<file path="src/rtl/esp_timeout_ctrl_pkg.sv">
// Shared encodings and ESP8266 timing constants for the command timeout sequencer.
package esp_timeout_ctrl_pkg;

  localparam int unsigned MAX_RETRY_DEF  = 3;
  localparam int unsigned RETRY_W_DEF    = 2;
  localparam int unsigned BACKOFF_MS_DEF = 10;
  localparam int unsigned TMO_W          = 16;

  // Default per-command response timeouts in ms.
  localparam int unsigned TMO_AT_MS       = 1000;
  localparam int unsigned TMO_CWJAP_MS    = 20000;
  localparam int unsigned TMO_CIPSTART_MS = 10000;
  localparam int unsigned TMO_CIPSEND_MS  = 5000;

  localparam logic [2:0] ST_IDLE    = 3'd0;
  localparam logic [2:0] ST_SEND    = 3'd1;
  localparam logic [2:0] ST_WAIT    = 3'd2;
  localparam logic [2:0] ST_BK_ARM  = 3'd3;
  localparam logic [2:0] ST_BACKOFF = 3'd4;
  localparam logic [2:0] ST_DONE    = 3'd5;
  localparam logic [2:0] ST_FAIL    = 3'd6;

  typedef enum logic [2:0] {
    IDLE    = ST_IDLE,
    SEND    = ST_SEND,
    WAIT    = ST_WAIT,
    BK_ARM  = ST_BK_ARM,
    BACKOFF = ST_BACKOFF,
    DONE    = ST_DONE,
    FAIL    = ST_FAIL
  } state_e;

endpackage

</file>
<file path="src/rtl/esp_timeout_ctrl.sv">
// Sequences send / timeout / retry-with-backoff for one ESP8266 command transaction,
// driving the clear of an external ms timer and watching its count.
module esp_timeout_ctrl
  import esp_timeout_ctrl_pkg::*;
#(
  parameter int unsigned MAX_RETRY  = MAX_RETRY_DEF,
  parameter int unsigned RETRY_W    = RETRY_W_DEF,
  parameter int unsigned BACKOFF_MS = BACKOFF_MS_DEF
) (
  input  logic               clk,
  input  logic               rst,
  input  logic               req,
  input  logic [TMO_W-1:0]   timeout_ms,
  input  logic               ack_rx,
  input  logic [TMO_W-1:0]   cycles,
  output logic               rst_timer,
  output logic               send,
  output logic               busy,
  output logic               done,
  output logic               fail,
  output logic [RETRY_W-1:0] retry_cnt
);

  state_e             state_q, state_d;
  logic [TMO_W-1:0]   tmo_q, tmo_d;
  logic [RETRY_W-1:0] retry_cnt_q, retry_cnt_d;
  logic               rst_timer_q, rst_timer_d;
  logic               send_q, send_d;
  logic               busy_q, busy_d;
  logic               done_q, done_d;
  logic               fail_q, fail_d;

  always_ff @(posedge clk or posedge rst) begin
    if (rst) begin
      state_q     <= IDLE;
      tmo_q       <= TMO_W'(1);
      retry_cnt_q <= '0;
      rst_timer_q <= 1'b1;
      send_q      <= 1'b0;
      busy_q      <= 1'b0;
      done_q      <= 1'b0;
      fail_q      <= 1'b0;
    end else begin
      state_q     <= state_d;
      tmo_q       <= tmo_d;
      retry_cnt_q <= retry_cnt_d;
      rst_timer_q <= rst_timer_d;
      send_q      <= send_d;
      busy_q      <= busy_d;
      done_q      <= done_d;
      fail_q      <= fail_d;
    end
  end

  // Next state; ack_rx takes priority over a simultaneous timeout.
  always_comb begin
    state_d     = state_q;
    tmo_d       = tmo_q;
    retry_cnt_d = retry_cnt_q;
    unique case (state_q)
      IDLE: begin
        if (req) begin
          tmo_d       = (timeout_ms == TMO_W'(0)) ? TMO_W'(1) : timeout_ms;
          retry_cnt_d = '0;
          state_d     = SEND;
        end
      end
      SEND:   state_d = WAIT;
      WAIT: begin
        if (ack_rx) begin
          state_d = DONE;
        end else if (cycles >= tmo_q) begin
          if (retry_cnt_q == RETRY_W'(MAX_RETRY)) begin
            state_d = FAIL;
          end else begin
            retry_cnt_d = retry_cnt_q + RETRY_W'(1);
            state_d     = BK_ARM;
          end
        end
      end
      BK_ARM: state_d = BACKOFF;
      BACKOFF: begin
        if (ack_rx) begin
          state_d = DONE;
        end else if (cycles >= TMO_W'(BACKOFF_MS)) begin
          state_d = SEND;
        end
      end
      DONE:    state_d = IDLE;
      FAIL:    state_d = IDLE;
      default: state_d = IDLE;
    endcase
  end

  // Outputs are decoded from the next state so they register in step with it.
  always_comb begin
    rst_timer_d = 1'b0;
    send_d      = 1'b0;
    busy_d      = 1'b0;
    done_d      = 1'b0;
    fail_d      = 1'b0;
    rst_timer_d = (state_d == IDLE) || (state_d == SEND) || (state_d == BK_ARM);
    send_d      = (state_d == SEND);
    busy_d      = (state_d != IDLE);
    done_d      = (state_d == DONE);
    fail_d      = (state_d == FAIL);
  end

  assign rst_timer = rst_timer_q;
  assign send      = send_q;
  assign busy      = busy_q;
  assign done      = done_q;
  assign fail      = fail_q;
  assign retry_cnt = retry_cnt_q;

endmodule
</file>
<file path="config.mk">
export PLATFORM = sky130hd
export DESIGN_NAME = esp_timeout_ctrl
export DESIGN_NICKNAME = d
export VERILOG_FILES = /design/src/rtl/esp_timeout_ctrl_pkg.sv /design/src/rtl/esp_timeout_ctrl.sv
export SDC_FILE = /design/constraint.sdc
export NUM_CORES = 1
export LEC_CHECK = 0
export ABC_AREA = 0
export ABC_CLOCK_PERIOD_IN_PS = 2300
export BUFFER_PORTS_ARGS = -buffer_cell sky130_fd_sc_hd__buf_4
export CAP_MARGIN = 20
export CORE_ASPECT_RATIO = 0.7
export CORE_UTILIZATION = 50
export DETAILED_ROUTE_END_ITERATION = 10
export PLACE_DENSITY = 0.77
export SYNTH_ARGS = -nofsm -noshare
export SYNTH_HDL_FRONTEND = slang
export SYNTH_SLANG_ARGS = --single-unit
</file>
<file path="constraint.sdc">
create_clock -name clk -period 2.3 [get_ports clk]
set_input_delay 0.46 -clock clk [delete_from_list [all_inputs] [get_ports clk]]
set_output_delay 0.46 -clock clk [all_outputs]
set_load 0.005 [all_outputs]
</file>
### Word level (Yosys, flattened, before mapping)

Index checks and enable logic that the tools add are counted.

* bits in registers: 26
* input port bits: 36
* output and inout port bits: 7
* logic and storage cells: 46

* $add $sub $neg: 1
* $lt $le $gt $ge: 2
* eq/ne operators: 13
* mux-type cells: 13
* reductions and logical operators: 9

Operators by type and width (count)
* $mux 3: 6
* $ge 16x16->1: 1
* $ge 16x4->1 const B: 1
* $logic_not 16->1: 1
* $mux 16: 1
* $pmux 3 s5: 1
* $eq 3x2->1 const B: 3
* $eq 3x3->1 const B: 3
* $mux 2: 4
* $ne 2x2->1 const B: 4
* $eq 3x1->1 const B: 2
* $logic_not 3->1: 2
* $reduce_and 5->1: 1
* $pmux 2 s2: 1
* $reduce_bool 3->1: 1
* $add 2x1->2 const B: 1
* $eq 2x2->1 const B: 1
* $logic_or 1x1->1: 2
* $reduce_and 2->1: 1
* $reduce_bool 2->1: 1

### Depth between registers and ports, before layout

* depth in word-level cells: 8
* mapped depth: 8
* mapped depth without buffers: 8

### Worst setup path before layout

No wires, ideal clock.

* path type: input -> register
* from: in cycles[13]
* to: reg send_q, in the netlist send
* setup time: 0.120 ns
* arrival: 1.983 ns
* required time: 2.180 ns
* setup slack: 0.197 ns
* stages: 7
* buffers on the path: 0
* path through: ha_1 nand4_1 nor3_1 or4b_1 nand3_2 a31oi_1 and2_2

* cells in the longest elaborated chain, start to end: 5
* elaborated cells on any way between the ends: 8
* those cells by class: 2 x order compare; 1 x eq/ne; 5 x mux

Ends and longest elaborated chain
* start, declared: RTL line esp_timeout_ctrl.sv:15 `input logic [TMO_W-1:0] cycles,`
* $ge 16x4->1 or $ge 16x16->1 (tied branches): RTL line esp_timeout_ctrl.sv:85, esp_timeout_ctrl.sv:72
* $mux 3, on equally long branches: RTL line esp_timeout_ctrl.sv:85, esp_timeout_ctrl.sv:72
* $mux 3, on equally long branches: RTL line esp_timeout_ctrl.sv:83, esp_timeout_ctrl.sv:70
* $pmux 3 s5 (*): RTL line esp_timeout_ctrl.sv:60 `unique case (state_q)`
* $eq 3x1->1 (*): RTL line esp_timeout_ctrl.sv:103 `send_d = (state_d == SEND);`
* net send_d: RTL line esp_timeout_ctrl.sv:28 `logic send_q, send_d;`
* end signal, assigned: RTL line esp_timeout_ctrl.sv:48 `send_q <= send_d;`
* end, declared: RTL line esp_timeout_ctrl.sv:28

The timed path passes the listed nets; every way through them passes the cells marked *.
A chain may end at the register's enable or synchronous reset.

### Worst setup path after layout

* from: reg tmo_q[0]
* to: reg retry_cnt_q[1], in the netlist retry_cnt[1]

* cells in the longest elaborated chain, start to end: 3

Ends and longest elaborated chain
* start, declared: RTL line esp_timeout_ctrl.sv:25 `logic [TMO_W-1:0] tmo_q, tmo_d;`
* start signal, assigned: RTL line esp_timeout_ctrl.sv:45 `tmo_q <= tmo_d;`
* $ge 16x16->1: RTL line esp_timeout_ctrl.sv:72 `end else if (cycles >= tmo_q) begin`
* $ne 2x2->1 (no line)
* $reduce_and 5->1 (no line)
* end signal, assigned: RTL line esp_timeout_ctrl.sv:46 `retry_cnt_q <= retry_cnt_d;`
* end, declared: RTL line esp_timeout_ctrl.sv:26 `logic [RETRY_W-1:0] retry_cnt_q, retry_cnt_d;`

No other way between the ends.

==> results by group <==
Final layout
  • Ant. Diodes: 0
  • Share of cells above drive strength 1: 0.2885
  • Area Overhead vs Synth: 30.99%
  • Count of non-filler cells in the finished layout: 244
  • # nets final: 262

Place
  • Placed cells: 240
  • Port-buffer cells: between 40 and 50
  • DP Wirelength: 2785 µm
  • Gpl congestion: 0.8934

Power
  • Total power: approximately 2.1 mW
  • Worst vdd ir: 527.1 µV
  • P per Cell Area: 1087 nW/µm²
  • LEAKAGE: 0.9584 nW

Route
  • Vias: roughly 1.3k
  • Starting DRC count in detailed routing: 72
  • Pre-antenna DRT Iters: 4
  • Post-route ant nets: 0
  • DR WL/cell: 14.46 µm
  • Final wirelength: 3528 µm
  • DRC viols: 0
  • Via/cell ratio: approximately 5.4

Floorplanning
  • Initial core utilization: 0.5293
  • Core area: 2823 µm²
  • Die width: 67.33 µm
  • Die Span Y: between 40 and 50 µm
  • # IOs: 43
  • Rows: 16
  • Full die area: roughly 3200 µm²

Setup path
  • CP peak stage delay: 0.54 ns
  • CP Max Fanout: 6
  • CP Cell Sequence: ha_1 -> nand2b_1 -> a2111oi_4 -> or4b_4 -> nand3_2 -> a21o_4 -> a32o_1
  • CP Launch Type: flop
  • CP startpoint: tmo_q[0]
  • Critical path endpoint category: flop
  • Crit path max-delay cell type: dfstp_2
  • Critical Path RT: 2.46 ns
  • Arrival time worst endpoint: 2.36 ns
  • Crit path kind: reg2reg
  • RR Startpoint: tmo_q[0]

Global routing
  • Initial antenna violation count: 0
  • Met1 Usage GRT: 0.3382
  • First-pass GRT wire length: 5775 µm
  • GRT busiest layer: met2
  • Met3 Track Usage GR: 0.06190
  • Met2 Use GR: 0.4220
  • Pin count of the biggest net entering global routing: 33
  • GRT Residual Overflow: 0
  • Global Route Usage Sum: 0.2517
  • Vias in the first global route: 1,275

Synthesis
  • Top FF cell, synth: dfrtp_1
  • Post-synth EDFFs: 0
  • Synth area leader: dfrtp_1
  • Area contributors post-synth: dfrtp_1 (40%), ha_1 (14%), o21ai_0 (6.7%), nand2_1 (5.5%), inv_1 (4.8%)
  • Ys async rst share: 1.000
  • Cell variety after synth: 36
  • Syn Nets: between 200 and 250
  • Post-Syn Instances: 163
  • Synthesized area: 1494 µm²
  • Synth top area share: 0.4020
  • Flops & latches, synth: 26
  • Yosys Warn Count: 0
  • Syn avg cell area: between 9 and 10 µm²
  • Sequential area share after synthesis: 0.4372
  • Commonest cells in the netlist: dfrtp_1 (24), nand2_1 (22), o21ai_0 (20)
  • Cell with the most instances after synthesis: dfrtp_1

Timing
  • Min Tclk post-route: approximately 2.2 ns
  • Fin crit share: 0.9570
  • RSZ-0062 raised after global routing: no
  • Slew Limit Headroom: 0.7147
  • Setup-failing EPs final: 0
  • Fin Clk Skew: 0.008919 ns
  • Worst Tran Pin Value: 0.4241 ns
  • Min Hold Slack: ~0.23 ns
  • Final Hold Fails: 0
  • Max Clock Freq: 454.3 MHz
  • Final Slew Violations: 0

Clock tree
  • Root buf cell: clkbuf_8
  • Reg clk slew, reported paths: approximately 0.090 ns
  • Clock Tree Buf Depth: 2
  • TritonCTS Buffers: 3
  • CTS H-tree lvls: 1
  • Clock sinks: 26
  • Worst skew pair latency: 0.27 ns
  • CTS tree: done
  • CTS Hold Bufs: 0

Flow run
  • Max-cap violations: 0

Status
  • Status: completed

Worst hold path
  • Type of the worst min-delay path: in2async
-- per-layer routing --
layer  routed length, µm  share of wire
met1                1729           0.49
met2                1625           0.46
met3                 152          0.043
met4                  20         0.0057
met5                   0              0
-- sequential cells by signal, indices dropped and copies added (netlist names) --
signal / count
tmo_q: 16
state_q: 3
retry_cnt: 2
busy: 1
done: 1
fail: 1
rst_timer: 1
send: 1
-- cell usage in the layout, fill, tap and decap left out, types with 2 or more instances in the layout --
cell	count
clkbuf_8	4
nor3_1	4
o21a_1	2
o21ai_0	20
nand2_1	22
buf_4	45
nand2b_1	3
a21oi_1	5
o22ai_1	2
dfstp_2	2
a211oi_1	2
inv_1	19
ha_1	17
nand4_1	2
nor2_1	8
dfrtp_1	24
nor4_1	6
-- path summary, 6_finish.rpt --
check                          endpoint  cells after the start  slack (ns)
max reg2reg                retry_cnt[1]                      7         0.1
min                                send                      3        0.23
max                        retry_cnt[1]                      7         0.1
max in group asynchronous     rst_timer                      3        1.78
min reg2reg                    tmo_q[0]                      2        0.52
min in group clk               tmo_q[2]                      3        0.40
-- report_power, final --
group | internal, mW | total, mW | switching, mW
clock network | 0.153 | 0.296 | 0.143
logic | 0.479 | 1.05 | 0.569
registers | 0.676 | 0.783 | 0.107
-- cell type report --
type	count	area [µm²]
tap	36	45.04
inverter	19	71.32
clock buffer	4	55.05
sequential	26	653.1
fill	225	865.8
multi-input combinational	114	794.5
timing repair buffer	45	337.8
-- metrics by stage --
step / utilization / setup slack, ns / cell area, µm² / TNS (ns)
after floorplan: - / 0.1968 / 1494 / 0
after global placement: 0.6613 / -0.04447 / 1867 / -0.1550
after detailed placement: 0.6613 / -0.1388 / 1867 / -0.7550
after CTS: 0.6835 / 0.02173 / 1929 / 0
after global routing: 0.6933 / 0.006412 / 1957 / 0
final: 0.6933 / 0.09898 / 1957 / 0
-- worst max-delay path: cells and delay by family, from the launching register on --
kind | cells | cell delay (ns)
and+or+nand+nor | 3 | 0.50
DFF | 1 | 0.54
adders and majority gates | 1 | 0.21
AOI/OAI and AO/OA | 3 | 0.85
-- logic make-up after synthesis --
logic type	after synthesis	share of synthesized area
AOI/OAI and AO/OA	39	0.1616
xor gates and xnor gates	1	0.005864
adders and majority gates	17	0.1424
buffers and inverters	23	0.05779
DFF	26	0.4372
muxes	1	0.006700
and+or+nand+nor	56	0.1885
-- timing repair --
action,in CTS,in global routing
resized for setup,2,4
pin swaps,0,1
setup buffers,0,0
endpoints found under the setup margin,4,7
Note: power is estimated with default switching activity, not from simulation.
